### src/rtl/alu_pkg.sv
// Purpose: shared constants for the 8-bit ALU (op groups, operand select, BCD limits).
// Latency: n/a (definitions only).
// Backpressure: n/a.
package alu_pkg;

  // op[4:2] group encodings
  localparam logic [2:0] GRP_OR     = 3'b000;
  localparam logic [2:0] GRP_AND    = 3'b001;
  localparam logic [2:0] GRP_EOR    = 3'b010;
  localparam logic [2:0] GRP_ADD    = 3'b011;
  localparam logic [2:0] GRP_SUB    = 3'b100;
  localparam logic [2:0] GRP_SHL    = 3'b101;
  localparam logic [2:0] GRP_SHR    = 3'b110;
  localparam logic [2:0] GRP_INCDEC = 3'b111;

  // op bit choosing M (1) or R (0) as the single operand of shift/incdec groups
  localparam int OPSEL_BIT = 0;

  // BCD decimal-adjust limits: low digit and packed two-digit result
  localparam logic [3:0] BCD_LO_LIMIT = 4'h9;
  localparam logic [8:0] BCD_HI_LIMIT = 9'h099;

endpackage

### src/rtl/alu_adder.sv
// Purpose: 8-bit adder with carry in; gives carry out, signed overflow and (BCD build) nibble carry.
// Latency: combinational, zero cycles.
// Backpressure: none; pure function of its inputs.
module alu_adder (
  input  logic [7:0] a,
  input  logic [7:0] b,
  input  logic       ci,
  output logic [7:0] sum,
  output logic       co,
`ifdef ALU_BCD_EN
  output logic       hc,
`endif
  output logic       v
);

  // 9-bit sum; overflow when both inputs share a sign that the result does not
  always_comb begin
    {co, sum} = {1'b0, a} + {1'b0, b} + {8'b0, ci};
    v         = (a[7] == b[7]) && (sum[7] != a[7]);
  end

`ifdef ALU_BCD_EN
  // Carry out of bit 3 recovered from the bit-4 sum: a^b^sum gives the carry into that bit
  assign hc = a[4] ^ b[4] ^ sum[4];
`endif

endmodule

### src/rtl/alu.sv
// Purpose: 8-bit ALU (logic, add/sub, shifts, pass/inc/dec) with BCD adjust flags when ALU_BCD_EN is defined.
// Latency: all results combinational; CO_1 is CO delayed by one clk.
// Backpressure: none; new operands are accepted every cycle.
module alu
  import alu_pkg::*;
(
  input  logic       clk,
  input  logic       RST,
  input  logic       CI,
  input  logic       SI,
  input  logic [7:0] R,
  input  logic [7:0] M,
  input  logic [4:0] op,
  output logic [7:0] OUT,
  output logic       CO,
  output logic       V,
  output logic       adjh,
  output logic       adjl,
  output logic       CO_1
);

  logic [2:0] grp;
  logic [7:0] x_opd;
  logic [7:0] add_a;
  logic [7:0] add_b;
  logic [7:0] add_sum;
  logic       add_co;
  logic       add_v;
`ifdef ALU_BCD_EN
  logic       add_hc;
`endif

  assign grp   = op[4:2];
  assign x_opd = op[OPSEL_BIT] ? M : R;

  // Steer the shared adder: R+M for ADD, R+~M for SUB, X+{00|FF} for pass/inc/dec
  always_comb begin
    add_a = R;
    add_b = M;
    case (grp)
      GRP_SUB:    add_b = ~M;
      GRP_INCDEC: begin
        add_a = x_opd;
        add_b = op[1] ? 8'hFF : 8'h00;
      end
      default: ;
    endcase
  end

  alu_adder u_adder (
    .a   (add_a),
    .b   (add_b),
    .ci  (CI),
    .sum (add_sum),
    .co  (add_co),
`ifdef ALU_BCD_EN
    .hc  (add_hc),
`endif
    .v   (add_v)
  );

  // Result, carry and overflow selection per op group
  always_comb begin
    OUT = R | M;
    CO  = 1'b0;
    V   = 1'b0;
    case (grp)
      GRP_OR:  OUT = R | M;
      GRP_AND: OUT = R & M;
      GRP_EOR: OUT = R ^ M;
      GRP_ADD, GRP_SUB: begin
        OUT = add_sum;
        CO  = add_co;
        V   = add_v;
      end
      GRP_SHL: begin
        OUT = {x_opd[6:0], SI};
        CO  = x_opd[7];
      end
      GRP_SHR: begin
        OUT = {SI, x_opd[7:1]};
        CO  = x_opd[0];
      end
      GRP_INCDEC: begin
        OUT = add_sum;
        CO  = add_co;
      end
      default: ;
    endcase
  end

`ifdef ALU_BCD_EN
  // Decimal adjust requests: after ADD test the digits against 9/0x99, after SUB use the borrows
  always_comb begin
    adjl = 1'b0;
    adjh = 1'b0;
    case (grp)
      GRP_ADD: begin
        adjl = add_hc | (OUT[3:0] > BCD_LO_LIMIT);
        adjh = CO | ({CO, OUT} > BCD_HI_LIMIT);
      end
      GRP_SUB: begin
        adjl = ~add_hc;
        adjh = ~CO;
      end
      default: ;
    endcase
  end
`else
  assign adjl = 1'b0;
  assign adjh = 1'b0;
`endif

  // Delayed carry; reset clears it asynchronously
  always_ff @(posedge clk or negedge RST) begin
    if (!RST) CO_1 <= 1'b0;
    else      CO_1 <= CO;
  end

endmodule

### config.mk
export PLATFORM = sky130hd
export DESIGN_NAME = alu
export DESIGN_NICKNAME = d
export VERILOG_FILES = /design/src/rtl/alu_pkg.sv /design/src/rtl/alu_adder.sv /design/src/rtl/alu.sv
export SDC_FILE = /design/constraint.sdc
export NUM_CORES = 1
export LEC_CHECK = 0
export CORE_ASPECT_RATIO = 1.1
export CORE_MARGIN = 3
export CORE_UTILIZATION = 46
export DETAILED_ROUTE_END_ITERATION = 12
export PLACE_DENSITY_LB_ADDON = 0.05
export SYNTH_ARGS = -nofsm -noshare
export SYNTH_HDL_FRONTEND = slang
export SYNTH_HIERARCHICAL = 1
export SYNTH_SLANG_ARGS = --single-unit
### constraint.sdc
create_clock -name clk -period 4.08 [get_ports clk]
set_input_delay 0.816 -clock clk [delete_from_list [all_inputs] [get_ports clk]]
set_output_delay 0.816 -clock clk [all_outputs]
set_load 0.01 [all_outputs]
==> metrics.txt, run 1 <==
# TYPE chip_impl_metric gauge
chip_impl_info{name="status",value="finished, violations left"} 1
chip_impl_info{name="failing_checks",value="setup timing"} 1
chip_impl_metric{name="buffer_ports.inserted",unit=""} 35
chip_impl_metric{name="starting_utilization_of_the_core_area",unit=""} 0.491
chip_impl_info{name="critPathSlowestCell",value="sky130_fd_sc_hd__fa_2"} 1
chip_impl_metric{name="min_period_over_period",unit=""} 1.03
chip_impl_metric{name="die_width",unit="um"} 60.8
chip_impl_info{name="critPathKind",value="in2out"} 1
chip_impl_metric{name="multiInputGateArea",unit="um2"} 1480
chip_impl_metric{name="syn_area",unit="um2"} 1520
chip_impl_metric{name="postSynthCellCount",unit=""} 212
chip_impl_metric{name="drc_errors",unit=""} 0
chip_impl_metric{name="core_area",unit="um2"} 3100
chip_impl_metric{name="yosys.cell_types.count",unit=""} 53
chip_impl_metric{name="detailed_route_iter0_violations",unit=""} 164
chip_impl_metric{name="layout.filler_cells",unit=""} 208
chip_impl_metric{name="required",unit="ns"} 3.26
chip_impl_info{name="worst_setup_end_kind",value="primary output"} 1
chip_impl_metric{name="place_hpwl",unit="um"} 4070
chip_impl_metric{name="post-route-cell-area",unit="um2"} 2490
chip_impl_metric{name="syn_area_per_cell",unit="um2"} 7.18
chip_impl_metric{name="path_max_fanout",unit=""} 7
chip_impl_metric{name="layoutNonFillerInstCount",unit=""} 338
chip_impl_metric{name="io_pins",unit=""} 38
chip_impl_metric{name="clock_pin_slew_on_the_worst_setup_and_hold_paths",unit="ns"} 0
chip_impl_metric{name="grt_antenna_before_repair",unit=""} 0
chip_impl_metric{name="fp.dieArea",unit="um2"} 4030
chip_impl_metric{name="tns",unit="ns"} -0.241
chip_impl_metric{name="dpl-instance-area",unit="um2"} 2280
chip_impl_info{name="synth_area_leader_cell",value="sky130_fd_sc_hd__ha_1"} 1
chip_impl_metric{name="antenna_cells_inserted",unit=""} 0
chip_impl_metric{name="synthToLayoutAreaGrowth",unit="%"} 63.4
chip_impl_metric{name="yosysWarningCount",unit=""} 6
chip_impl_metric{name="drv_cap",unit=""} 0
chip_impl_metric{name="total_power",unit="W"} 0.000411
chip_impl_metric{name="final.min_clock_period",unit="ns"} 4.19
chip_impl_metric{name="drt-pass1-iter-count",unit=""} 4
chip_impl_metric{name="path_buf_inv",unit=""} 2
chip_impl_metric{name="power_switching",unit="W"} 0.000189
chip_impl_metric{name="cpPeakStageDelay",unit="ns"} 0.39
chip_impl_metric{name="die_height",unit="um"} 66.3
chip_impl_metric{name="vdd.ir_drop.worst",unit="uV"} 81.3
chip_impl_metric{name="internal_power",unit="W"} 0.000223
chip_impl_metric{name="power_frac_comb",unit=""} 0.972
chip_impl_metric{name="route.final.wire_length",unit="um"} 5830
chip_impl_metric{name="power.share.switching",unit=""} 0.459
chip_impl_info{name="cpLargestDelayFamily",value="compound AO/OA/AOI/OAI gates"} 1
chip_impl_metric{name="gr-usage-all-layers",unit=""} 0.292
chip_impl_metric{name="detailedPlace.worstSlack",unit="ns"} -1.06
chip_impl_info{name="top_cells_by_area_in_the_synthesized_netlist",value="sky130_fd_sc_hd__ha_1 19%, sky130_fd_sc_hd__o21ai_0 7.6%, sky130_fd_sc_hd__inv_1 5.7%"} 1
chip_impl_info{name="registers.top_by_ff_count",value="CO_1"} 1
chip_impl_metric{name="timing.fmax",unit="MHz"} 239
chip_impl_metric{name="gr-total-overflow",unit=""} 0
chip_impl_metric{name="drt.antenna.violating_nets",unit=""} 0
chip_impl_metric{name="worst-path-stages",unit=""} 14
chip_impl_metric{name="place_inst",unit=""} 329
chip_impl_metric{name="grt_first_pass_wirelength",unit="um"} 9200
chip_impl_metric{name="synth_edf_count",unit=""} 0
chip_impl_metric{name="setup_viol",unit=""} 4
chip_impl_info{name="timing.critical_path.cells",value="buf_12 -> or2_4 -> nand2_4 -> nand2_4 -> a22o_1 -> fa_2 -> fa_2 -> a21oi_4 -> o211ai_1 -> a21oi_1 -> xnor2_1 -> nand2_1 -> a32oi_2 -> buf_2"} 1
chip_impl_metric{name="layout-drive-gt1-share",unit=""} 0.401
chip_impl_metric{name="core.rowCount",unit=""} 21
chip_impl_metric{name="nets",unit=""} 356
chip_impl_metric{name="finalWorstSetupSlack",unit="ns"} -0.105
chip_impl_info{name="critical_path.endpoint",value="OUT[6]"} 1
chip_impl_metric{name="fraction_of_registers_with_async_set_or_reset_after_synthesis",unit=""} 1.00
chip_impl_info{name="critPathLaunchType",value="input pin"} 1
chip_impl_metric{name="avgRoutedWirePerCell",unit="um"} 17.2
chip_impl_metric{name="largest_register_ff_count",unit=""} 1
chip_impl_info{name="rsz0062_at_grt",value="yes"} 1
chip_impl_metric{name="hold_buffers",unit=""} 0
chip_impl_metric{name="first_global_vias",unit=""} 2086
chip_impl_metric{name="maxSlewViolCount",unit=""} 0
chip_impl_metric{name="route.vias.total",unit=""} 2043
chip_impl_metric{name="grt_max_degree",unit=""} 14
chip_impl_metric{name="seq_power_share",unit=""} 0.028
chip_impl_info{name="hold_path_class",value="in2async"} 1
chip_impl_metric{name="share_of_the_synthesized_area_in_the_top_cell_type",unit=""} 0.189
chip_impl_info{name="layout_top_registers",value="CO_1 (1)"} 1
chip_impl_metric{name="synth-seq-area-share",unit=""} 0.0164
chip_impl_metric{name="ys_ff_latch",unit=""} 1
chip_impl_metric{name="hold_viol",unit=""} 0
chip_impl_metric{name="gpl.final_weighted_congestion",unit=""} 0.876
chip_impl_info{name="worst_setup_path_startpoint",value="op[2]"} 1
chip_impl_metric{name="cp_data_arrival_time",unit="ns"} 3.37
chip_impl_info{name="postSynth.topFlopCell",value="sky130_fd_sc_hd__dfrtp_1"} 1
chip_impl_metric{name="static-leakage-power",unit="nW"} 1.24
chip_impl_metric{name="viasPerCell",unit=""} 6.04
chip_impl_metric{name="register_area",unit="um2"} 25.0
chip_impl_metric{name="power.density_cell_area",unit="nW/um2"} 165
chip_impl_metric{name="clock_power_share",unit=""} 0
how the worst min path moves through the flow:
stage	from	end	slack [ns]	cells past startpoint
detailed placement	RST	CO_1	0.97	1
global placement	RST	CO_1	0.96	1
CTS	RST	CO_1	0.97	1
finish	RST	CO_1	0.97	1
global route	RST	CO_1	0.97	1
floorplan	RST	CO_1	0.52	0
stage by stage:
step | hold slack [ns] | utilization
finish | 0.965 | 0.802
global route | 0.971 | 0.802
CTS | 0.966 | 0.787
detailed placement | 0.966 | 0.735
global placement | 0.964 | 0.735
floorplan | 0.520 | -
cell usage after synthesis, types with 3 or more instances:
cell type,instances
sky130_fd_sc_hd__a221oi_1,3
sky130_fd_sc_hd__nand2_4,3
sky130_fd_sc_hd__a32oi_1,3
sky130_fd_sc_hd__a22o_1,8
sky130_fd_sc_hd__nor2b_1,7
sky130_fd_sc_hd__buf_6,5
sky130_fd_sc_hd__mux2i_1,8
sky130_fd_sc_hd__nor3_1,5
sky130_fd_sc_hd__xnor2_1,4
sky130_fd_sc_hd__o31ai_1,3
sky130_fd_sc_hd__o21ai_0,23
sky130_fd_sc_hd__inv_1,23
sky130_fd_sc_hd__buf_2,4
sky130_fd_sc_hd__nor2_1,8
sky130_fd_sc_hd__nand2_1,19
sky130_fd_sc_hd__o22ai_1,3
sky130_fd_sc_hd__nand3_1,4
sky130_fd_sc_hd__o32ai_1,4
sky130_fd_sc_hd__ha_1,23
sky130_fd_sc_hd__buf_4,4
sky130_fd_sc_hd__a21oi_1,12
timing repair:
action | in CTS | in global routing
gates resized for setup | 76 | 22
setup endpoints to repair | 10 | 7
hold endpoints to repair | 0 | 0
cloned | 0 | 0
pin swaps | 33 | 10
buffers inserted | 7 | 3
power by group through the flow:
| stage | sequential [W] | combinational [W] | clock, W |
|---|---|---|---|
| 3_3_place_gp | 0.0000116 | 0.000338 | 0 |
| 3_5_place_dp | 0.0000116 | 0.000345 | 0 |
| 2_1_floorplan | 0.0000123 | 0.000188 | 0 |
| 4_1_cts | 0.0000116 | 0.000372 | 0 |
| 6_report | 0.0000116 | 0.000400 | 0 |
| 5_1_grt | 0.0000117 | 0.000430 | 0 |
area by class of cell:
cell class	count	share of cell area
well taps	34	0.0171
multi-input cells	175	0.593
inverters	24	0.0372
repair buffers	104	0.342
flip-flops and latches	1	0.0101
layer usage:
metal	vias up	track usage	wire length, um
li1	955	-	-
met1	970	0.339	2290
met2	100	0.548	3010
met3	18	0.0234	400
met4	0	0.0840	131
met5	-	0	0
cell usage in the layout (no fill, tap or decap), drive strengths merged, types with 8 or more instances in the layout:
cell           count
a21oi             12
a22o               8
buf               76
clkdlybuf4s50     17
ha                23
inv               24
mux2i              8
nand2             23
nor2               8
o21ai             26
cells by family after synthesis:
family,count (synthesis),share of synthesized area
other,1,0.00246
flip-flops,1,0.0164
AND/OR/NAND/NOR,59,0.209
AO/OA/AOI/OAI,74,0.330
multiplexers,10,0.0674
XOR/XNOR,5,0.0288
buffers and inverters,37,0.131
adder cells (fa/ha/maj),25,0.215
(Power assumes the default switching activity.)
==> inputs of run 2 (changes only) <==
--- a/config.mk
+++ b/config.mk
@@ -5,11 +5,13 @@
 export SDC_FILE = /design/constraint.sdc
 export NUM_CORES = 1
 export LEC_CHECK = 0
+export ABC_AREA = 0
 export CORE_ASPECT_RATIO = 1.1
 export CORE_MARGIN = 3
 export CORE_UTILIZATION = 46
 export DETAILED_ROUTE_END_ITERATION = 12
 export PLACE_DENSITY_LB_ADDON = 0.05
+export RECOVER_POWER = 50
 export SYNTH_ARGS = -nofsm -noshare
 export SYNTH_HDL_FRONTEND = slang
 export SYNTH_HIERARCHICAL = 1
==> run 2 against run 1 <==
Effect of this change:
- the flow still finishes with violations (setup timing)
- largest power group unchanged
- sequential power barely moved
- setup slack did not move
- via count did not move
- sequential share of layout area did not move
- critical endpoint unchanged
==> metrics.txt, run 2 (synthesis gave the netlist of run 1 again) <==
# TYPE chip_impl_metric gauge
chip_impl_metric{name="dpl-instance-area",unit="um2"} 2280
chip_impl_metric{name="power.density_cell_area",unit="nW/um2"} 165
chip_impl_info{name="layout_top_registers",value="CO_1 (1)"} 1
chip_impl_metric{name="antenna_cells_inserted",unit=""} 0
chip_impl_metric{name="gr-total-overflow",unit=""} 0
chip_impl_metric{name="viasPerCell",unit=""} 6.04
chip_impl_metric{name="route.vias.total",unit=""} 2043
chip_impl_metric{name="synthToLayoutAreaGrowth",unit="%"} 63.4
chip_impl_info{name="critPathKind",value="in2out"} 1
chip_impl_metric{name="fin_util",unit=""} 0.802
chip_impl_metric{name="fp.dieArea",unit="um2"} 4030
chip_impl_metric{name="largest_register_ff_count",unit=""} 1
chip_impl_metric{name="grt_max_degree",unit=""} 14
chip_impl_metric{name="finalWorstSetupSlack",unit="ns"} -0.105
chip_impl_metric{name="core.rowCount",unit=""} 21
chip_impl_metric{name="io_pins",unit=""} 38
chip_impl_metric{name="timing.fmax",unit="MHz"} 239
chip_impl_info{name="layout.cells.most_common_list",value="65 x sky130_fd_sc_hd__buf_4, 23 x sky130_fd_sc_hd__inv_1, 18 x sky130_fd_sc_hd__nand2_1"} 1
chip_impl_metric{name="grt_antenna_before_repair",unit=""} 0
chip_impl_metric{name="layout.filler_cells",unit=""} 208
chip_impl_metric{name="cp_data_arrival_time",unit="ns"} 3.37
chip_impl_metric{name="layoutNonFillerInstCount",unit=""} 338
chip_impl_metric{name="path_max_fanout",unit=""} 7
chip_impl_metric{name="buffer_ports.inserted",unit=""} 35
chip_impl_metric{name="layout-drive-gt1-share",unit=""} 0.401
chip_impl_metric{name="clock_pin_slew_on_the_worst_setup_and_hold_paths",unit="ns"} 0
chip_impl_info{name="registers.top_by_ff_count",value="CO_1"} 1
chip_impl_metric{name="gr-usage-all-layers",unit=""} 0.292
chip_impl_metric{name="avgRoutedWirePerCell",unit="um"} 17.2
chip_impl_metric{name="maxSlewViolCount",unit=""} 0
chip_impl_metric{name="starting_utilization_of_the_core_area",unit=""} 0.491
chip_impl_info{name="worst_setup_end_kind",value="primary output"} 1
chip_impl_metric{name="total_power",unit="W"} 0.000411
chip_impl_info{name="hold_path_class",value="in2async"} 1
chip_impl_metric{name="required",unit="ns"} 3.26
chip_impl_metric{name="first_global_vias",unit=""} 2086
chip_impl_metric{name="drt-pass1-iter-count",unit=""} 4
chip_impl_metric{name="drt.antenna.violating_nets",unit=""} 0
chip_impl_metric{name="route.final.wire_length",unit="um"} 5830
chip_impl_metric{name="place_hpwl",unit="um"} 4070
chip_impl_metric{name="final.min_clock_period",unit="ns"} 4.19
chip_impl_metric{name="detailed_route_iter0_violations",unit=""} 164
chip_impl_metric{name="hold_ws",unit="ns"} 1.03
chip_impl_metric{name="gpl.final_weighted_congestion",unit=""} 0.876
chip_impl_metric{name="hold_viol",unit=""} 0
chip_impl_metric{name="setup_viol",unit=""} 4
chip_impl_info{name="status",value="finished, violations left"} 1
chip_impl_metric{name="grt_first_pass_wirelength",unit="um"} 9200
chip_impl_metric{name="core_area",unit="um2"} 3100
chip_impl_metric{name="die_width",unit="um"} 60.8
chip_impl_info{name="failing_checks",value="setup timing"} 1
chip_impl_metric{name="drv_cap",unit=""} 0
chip_impl_metric{name="min_period_over_period",unit=""} 1.03
chip_impl_metric{name="hold_buffers",unit=""} 0
chip_impl_metric{name="post-route-cell-area",unit="um2"} 2490
chip_impl_info{name="rsz0062_at_grt",value="yes"} 1
chip_impl_metric{name="die_height",unit="um"} 66.3
chip_impl_metric{name="nets",unit=""} 356
chip_impl_metric{name="place_inst",unit=""} 329
chip_impl_metric{name="drc_errors",unit=""} 0
chip_impl_metric{name="vdd.ir_drop.worst",unit="uV"} 81.3
chip_impl_metric{name="static-leakage-power",unit="nW"} 1.24
chip_impl_info{name="critPathLaunchType",value="input pin"} 1
chip_impl_info{name="layout_commonest_cell",value="sky130_fd_sc_hd__buf_4"} 1
==> run 2: cell count changes in the layout (fill, tap and decap cells not counted), sizes merged <==
cell	before	now
clkdlybuf4s50	17	15
dlygate4sd3	0	2
==> run 2: report_power, final <==
group	switching, W	internal [W]	total (W)
clock network	0	0	0
logic	0.000189	0.000211	0.000399
registers	0.000000242	0.0000113	0.0000115
==> run 2: final timing paths <==
kind,from,endpoint,cells past startpoint
min,RST,CO_1,1
min in group clk,op[3],CO_1,5
max in group asynchronous,RST,CO_1,1
max,op[2],OUT[6],14
==> run 2: worst max-delay path, stage by stage <==
cell and delay, ns:
sky130_fd_sc_hd__buf_12 0.11, sky130_fd_sc_hd__or2_4 0.27, sky130_fd_sc_hd__nand2_4 0.09, sky130_fd_sc_hd__nand2_4 0.05
sky130_fd_sc_hd__a22o_1 0.24, sky130_fd_sc_hd__fa_2 0.38, sky130_fd_sc_hd__fa_2 0.39, sky130_fd_sc_hd__a21oi_4 0.20
sky130_fd_sc_hd__o211ai_1 0.11, sky130_fd_sc_hd__a21oi_1 0.19, sky130_fd_sc_hd__xnor2_1 0.14, sky130_fd_sc_hd__nand2_1 0.08
sky130_fd_sc_hd__a32oi_2 0.16, sky130_fd_sc_hd__buf_2 0.16
==> run 2: timing repair <==
item,in CTS,in global routing
gates resized for setup,76,22
pin swaps,33,10
buffers inserted,7,3
endpoints found under the setup margin,10,7
==> run 2: stage by stage <==
stage	setup slack [ns]	setup TNS, ns
finish	-0.105	-0.241
global route	-0.170	-0.550
CTS	-0.0684	-0.162
detailed placement	-1.06	-7.83
global placement	-0.977	-6.99
floorplan	0.0242	0
==> run 2: metal layers <==
metal,routed length [um],vias up,track usage
li1,-,955,-
met1,2290,970,0.339
met2,3010,100,0.548
met3,399,18,0.0234
met4,131,0,0.0840
met5,0,-,0
==> run 2: cell type report <==
| class | count | area (um2) | share of cell area |
|---|---|---|---|
| Inverter | 24 | 92.6 | 0.0372 |
| Multi-Input combinational cell | 175 | 1480 | 0.593 |
| Sequential cell | 1 | 25.0 | 0.0101 |
| Tap cell | 34 | 42.5 | 0.0171 |
| Timing Repair Buffer | 104 | 851 | 0.342 |
==> inputs of run 3 (changes only) <==
--- a/config.mk
+++ b/config.mk
@@ -8,8 +8,11 @@
 export ABC_AREA = 0
 export CORE_ASPECT_RATIO = 1.1
 export CORE_MARGIN = 3
-export CORE_UTILIZATION = 46
+export CORE_UTILIZATION = 57
+export CTS_BUF_LIST = sky130_fd_sc_hd__clkbuf_4 sky130_fd_sc_hd__clkbuf_8 sky130_fd_sc_hd__clkbuf_16
+export CTS_CLUSTER_DIAMETER = 200
 export DETAILED_ROUTE_END_ITERATION = 12
+export DONT_BUFFER_PORTS = 1
 export PLACE_DENSITY_LB_ADDON = 0.05
 export RECOVER_POWER = 50
 export SYNTH_ARGS = -nofsm -noshare
==> run 3 against run 2 <==
Effect of this change:
- the run now ends clean
- sequential power up 7%
- die area down 18%
- setup slack better by 0.18 ns
- via count down 25%
- first-iteration DRC count down 66%
- utilization down 17 points
==> metrics.txt, run 3 (synthesis gave the netlist of run 1 again) <==
# TYPE chip_impl_metric gauge
chip_impl_info{name="timing.critical_path.cells",value="or2_4 -> nand2_4 -> nand2_4 -> a22o_1 -> fa_2 -> fa_2 -> a21oi_4 -> o21ai_2 -> nor3_2 -> o31ai_2 -> nand2_1 -> o31ai_1 -> nand2_1 -> o31ai_2 -> buf_4"} 1
chip_impl_info{name="critPathSlowestCell",value="sky130_fd_sc_hd__fa_2"} 1
chip_impl_metric{name="maxSlewViolCount",unit=""} 0
chip_impl_metric{name="vdd.ir_drop.worst",unit="uV"} 115
chip_impl_metric{name="timing.fmax",unit="MHz"} 250
chip_impl_metric{name="clock_pin_slew_on_the_worst_setup_and_hold_paths",unit="ns"} 0
chip_impl_metric{name="buffer_ports.inserted",unit=""} 0
chip_impl_info{name="layout_commonest_cell",value="sky130_fd_sc_hd__inv_1"} 1
chip_impl_metric{name="first_global_vias",unit=""} 1455
chip_impl_metric{name="drc_errors",unit=""} 0
chip_impl_metric{name="viasPerCell",unit=""} 6.39
chip_impl_metric{name="antenna_cells_inserted",unit=""} 0
chip_impl_metric{name="power.density_cell_area",unit="nW/um2"} 155
chip_impl_metric{name="multiInputGateArea",unit="um2"} 1380
chip_impl_metric{name="path_max_fanout",unit=""} 26
chip_impl_info{name="cpLargestDelayFamily",value="adder cells"} 1
chip_impl_metric{name="total_power",unit="W"} 0.000248
chip_impl_info{name="layout_top_registers",value="CO_1 (1)"} 1
chip_impl_metric{name="setup_viol",unit=""} 0
chip_impl_metric{name="gpl.final_weighted_congestion",unit=""} 0.901
chip_impl_metric{name="grt_antenna_before_repair",unit=""} 0
chip_impl_metric{name="core.rowCount",unit=""} 19
chip_impl_info{name="registers.top_by_ff_count",value="CO_1"} 1
chip_impl_metric{name="route.vias.total",unit=""} 1533
chip_impl_info{name="rsz0062_at_grt",value="yes"} 1
chip_impl_info{name="critPathKind",value="in2out"} 1
chip_impl_metric{name="io_pins",unit=""} 38
chip_impl_metric{name="detailed_route_iter0_violations",unit=""} 56
chip_impl_metric{name="fin_util",unit=""} 0.635
chip_impl_metric{name="layout-drive-gt1-share",unit=""} 0.163
chip_impl_metric{name="die_height",unit="um"} 60.2
chip_impl_metric{name="nets",unit=""} 261
chip_impl_metric{name="cpPeakStageDelay",unit="ns"} 0.41
chip_impl_metric{name="max_slew_margin",unit=""} 0.541
chip_impl_metric{name="die_width",unit="um"} 55.3
chip_impl_info{name="critPathLaunchType",value="input pin"} 1
chip_impl_metric{name="route.final.wire_length",unit="um"} 4170
chip_impl_metric{name="final.min_clock_period",unit="ns"} 4.00
chip_impl_metric{name="layout.filler_cells",unit=""} 253
chip_impl_metric{name="drv_cap",unit=""} 0
chip_impl_metric{name="worst-slew-pin-transition",unit="ns"} 0.685
chip_impl_metric{name="layoutNonFillerInstCount",unit=""} 240
chip_impl_metric{name="fp.dieArea",unit="um2"} 3330
chip_impl_info{name="layout.cells.most_common_list",value="23 x sky130_fd_sc_hd__inv_1, 22 x sky130_fd_sc_hd__ha_1, 19 x sky130_fd_sc_hd__o21ai_0, 19 x sky130_fd_sc_hd__nand2_1, 10 x sky130_fd_sc_hd__a21oi_1"} 1
chip_impl_metric{name="largest_register_ff_count",unit=""} 1
chip_impl_metric{name="static-leakage-power",unit="nW"} 0.764
chip_impl_metric{name="gr-usage-all-layers",unit=""} 0.248
chip_impl_metric{name="drt.antenna.violating_nets",unit=""} 0
chip_impl_metric{name="avgRoutedWirePerCell",unit="um"} 17.4
chip_impl_metric{name="min_period_over_period",unit=""} 0.981
chip_impl_info{name="status",value="finished, final reports clean"} 1
chip_impl_metric{name="required",unit="ns"} 3.26
chip_impl_info{name="hold_path_class",value="in2async"} 1
chip_impl_metric{name="grt_max_degree",unit=""} 33
chip_impl_metric{name="place_inst",unit=""} 239
chip_impl_metric{name="starting_utilization_of_the_core_area",unit=""} 0.604
chip_impl_metric{name="register_area",unit="um2"} 25.0
chip_impl_metric{name="place_hpwl",unit="um"} 3240
chip_impl_metric{name="core_area",unit="um2"} 2520
chip_impl_metric{name="cp_data_arrival_time",unit="ns"} 3.18
chip_impl_metric{name="tns",unit="ns"} 0
chip_impl_metric{name="drt-pass1-iter-count",unit=""} 4
chip_impl_info{name="worst_setup_end_kind",value="primary output"} 1
chip_impl_metric{name="hold_viol",unit=""} 0
chip_impl_metric{name="synthToLayoutAreaGrowth",unit="%"} 5.10
chip_impl_metric{name="grt_first_pass_wirelength",unit="um"} 6680
chip_impl_metric{name="gr-total-overflow",unit=""} 0
chip_impl_metric{name="path_buf_inv",unit=""} 1
run 3: area by class of cell:
type	instances	area share
inverter	24	0.0579
multi-input combinational	175	0.860
sequential	1	0.0156
tap	31	0.0243
timing repair buffer	9	0.0423
run 3: what timing repair did:
item                       in CTS  in global routing
gates resized for setup         1                 12
hold buffers                    0                  0
buffers inserted                0                  1
setup endpoints to repair       1                  3
cloned                          0                  0
pin swaps                       0                 11
run 3: worst paths after layout:
kind	end	start	slack, ns	cells after the start
max	CO	op[3]	0.08	15
min in group clk	CO_1	op[3]	1.05	2
max in group asynchronous	CO_1	RST	3.49	0
min	CO_1	RST	0.52	0
run 3: through the flow:
stage,hold WS [ns],cell area [um2],setup WS [ns]
3_5_place_dp,0.520,1530,-0.0384
2_1_floorplan,0.520,1540,0.0242
5_1_grt,0.520,1600,-0.0457
3_3_place_gp,0.520,1530,0.0710
4_1_cts,0.520,1530,0.0159
6_report,0.520,1600,0.0791
run 3: layer usage:
layer,part of all wire,track usage,vias up
met5,0,0,-
met4,0.011,0.0382,0
met3,0.045,0.0302,6
met2,0.52,0.470,46
met1,0.42,0.305,721
li1,-,-,760
run 3: power by group:
group / internal [W] / total (W) / switching [W]
Clock: 0 / 0 / 0
Sequential: 0.0000113 / 0.0000123 / 0.000000994
Combinational: 0.000110 / 0.000236 / 0.000126
Total: 0.000121 / 0.000248 / 0.000127
==> variant, RTL diff (settings of run 3) <==
Reset style: synchronous (`RST`), changed in one clocked block. Comments in the files are not updated.
--- a/src/rtl/alu.sv
+++ b/src/rtl/alu.sv
@@ -112,7 +112,7 @@
 `endif
 
   // Delayed carry; reset clears it asynchronously
-  always_ff @(posedge clk or negedge RST) begin
+  always_ff @(posedge clk) begin
     if (!RST) CO_1 <= 1'b0;
     else      CO_1 <= CO;
   end
Check against the original RTL: differs if RST is asserted again (counterexample within 4 cycles, from zero or initial values and one cycle with RST low); with RST held inactive, the same outputs for 10 cycles.
==> variant against run 3 <==
- power is 1.4% higher
- synthesized area is 1.9% higher
- global-route usage is 1.6 points lower
- worst setup slack worse by 0.050 ns
- wire length is 2.7% higher
- via count is 0.72% lower
- die area is 1.7% higher
- cell area is 0.39% higher
- sequential cell count stayed put
- worst hold slack better by 0.42 ns
- first-iteration DRC count is 32% higher
- critical endpoint is now OUT[6]
- highest routed layer unchanged
==> variant: results (changes against run 3) <==
Logic synthesis
  • Synth async-reset ratio: 0 (-1.000)
  • Proportion of synthesized area in mux cells: 0.06134 (-0.006094)
  • Post-Synth XOR/XNOR Area: 0.02825 (-0.0005343)
  • Warnings, synthesis: 6 (unchanged)
  • Post-synthesis cell type count: 52 (-1.9%)
  • Compound-Gate Fraction of Synth Area: 0.3479 (+0.01809)
  • Area contributors post-synth: ha_1, inv_1, o21ai_0
  • Register area share after synthesis: 0.01291 (-0.003534)
  • Syn Inst Count: 215 (+1.4%)
  • Synth cell count leaders: inv_1, ha_1, o21ai_0
  • Adder-cell area share of the yosys netlist: 0.2115 (-0.004000)
  • Post-synth top flop: dfxtp_1

STA
  • Least-Margin Pin Slew: 0.7120 ns (+0.02697 ns)
  • Setup TNS Final: 0 ns (unchanged)
  • Final setup margin: 0.02942 ns (-0.04965 ns)
  • Final hold slack: 0.9416 ns (+0.4212 ns)

Routing
  • Pre-Repair DR Iteration Count: 4 (unchanged)
  • Via count: 1522 (-0.72%)
  • First DRT Iteration DRCs: 74 (+32%)
  • Detail Route Antenna Nets: 0 (unchanged)
  • Via density: 6.315 (-1.1%)
  • Routed WL per cell: 17.78 um (+2.3%)

Critical path
  • Worst Path Max Fanout: 22 (-15%)
  • WP data arrival: 3.23 ns (+0.05 ns)
  • Worst setup endpoint: OUT[6]
  • Crit path launch: op[3]

GRT
  • Total Routing Usage GR: 0.2314 (-0.01617)
  • Vias in the first global route: 1360 (-6.5%)
  • Initial antenna violation count: 0 (unchanged)
  • Largest net degree at the start of global routing: 30 (-9.1%)
  • First-pass GRT wire length: 6251 um (-6.4%)

Placed design
  • HPWL Detailed: 3294 um (+1.5%)
  • Placed insts: 240 (+0.42%)
  • Routability-driven placement congestion ratio: 0.8657 (-3.9%)
  • DP Worst Slack: -0.04706 ns (-0.008626 ns)
  • Port bufs: 0 (unchanged)
  • Area post-placement: 0.001554 mm2 (+1.3%)

Hold path
  • Hold Path Stages: 1
  • Worst hold start: RST
  • Hold path endpoint: CO_1$_SDFF_PN0_
  • Hold/Removal Path Class: in -> reg

Pwr
  • Pleak: 0.7702 nW (+0.84%)
  • Peak supply drop: 0.00009020 V (-22%)

Finish
  • Biggest regs: CO_1: 1 flops
  • Layout Nets: 262 (+0.38%)
  • Layout fillers: 225 (-11%)
  • Layout cells sized above 1: 0.1714 (+0.008749)
  • Diodes inserted: 0 (unchanged)

Outcome
  • Status: completed

Clock tree
  • CTS clk-pin slew, worst paths: 0 ns (unchanged)
[variant: cell count changes after synthesis, sizes merged, moves of 4 or more]
cell | run 3 | this run
a22oi | 1 | 7
inv | 24 | 28
mux2 | 2 | 6
mux2i | 8 | 2
nand2 | 23 | 18
o32ai | 4 | 0
[variant: kinds of logic after synthesis]
group,Yosys count
AO/OA/AOI/OAI,77
AND/OR/NAND/NOR,56
buffers and inverters,42
adder cells (fa/ha/maj),25
multiplexers,8
XOR/XNOR,5
other,1
flip-flops,1
[variant: repair_timing]
| action | CTS | global route |
|---|---|---|
| setup buffers | 0 | 1 |
| endpoints found under the setup margin | 1 | 3 |
| hold buffers | 0 | 0 |
| pin swaps | 0 | 2 |
| resized for setup | 1 | 8 |
| hold endpoints to repair | 0 | 0 |
[variant: final cells by class]
class / count / area (um2) / area share
Timing Repair Buffer: 8 / 60.06 / 0.03741
Sequential cell: 1 / 20.02 / 0.01247
Inverter: 28 / 105.1 / 0.06547
Multi-Input combinational cell: 173 / 1381 / 0.8605
Tap cell: 31 / 38.79 / 0.02416
[variant: critical path, stage by stage]
cell and delay, ns:
or2_4 0.24, nand2_4 0.09, nand2_4 0.05, a22o_1 0.21, fa_2 0.39, fa_2 0.41, a21oi_4 0.16, o211ai_1 0.10
a21oi_1 0.17, xnor2_1 0.14, inv_1 0.05, o211ai_1 0.19, a2bb2oi_2 0.22
[variant: metal layers]
metal / track usage / wire length [um] / part of all wire
met1: 0.2766 / 1706 / 0.40
met2: 0.4459 / 2157 / 0.50
met3: 0.04255 / 359 / 0.084
met4: 0.03125 / 61 / 0.014
met5: 0 / 0 / 0
[variant: power breakdown]
part	total (W)	internal, W	switching (W)
registers	0.0000114	0.0000108	0.000000614
logic	0.000240	0.000112	0.000129
clock network	0	0	0
total	0.000252	0.000123	0.000129
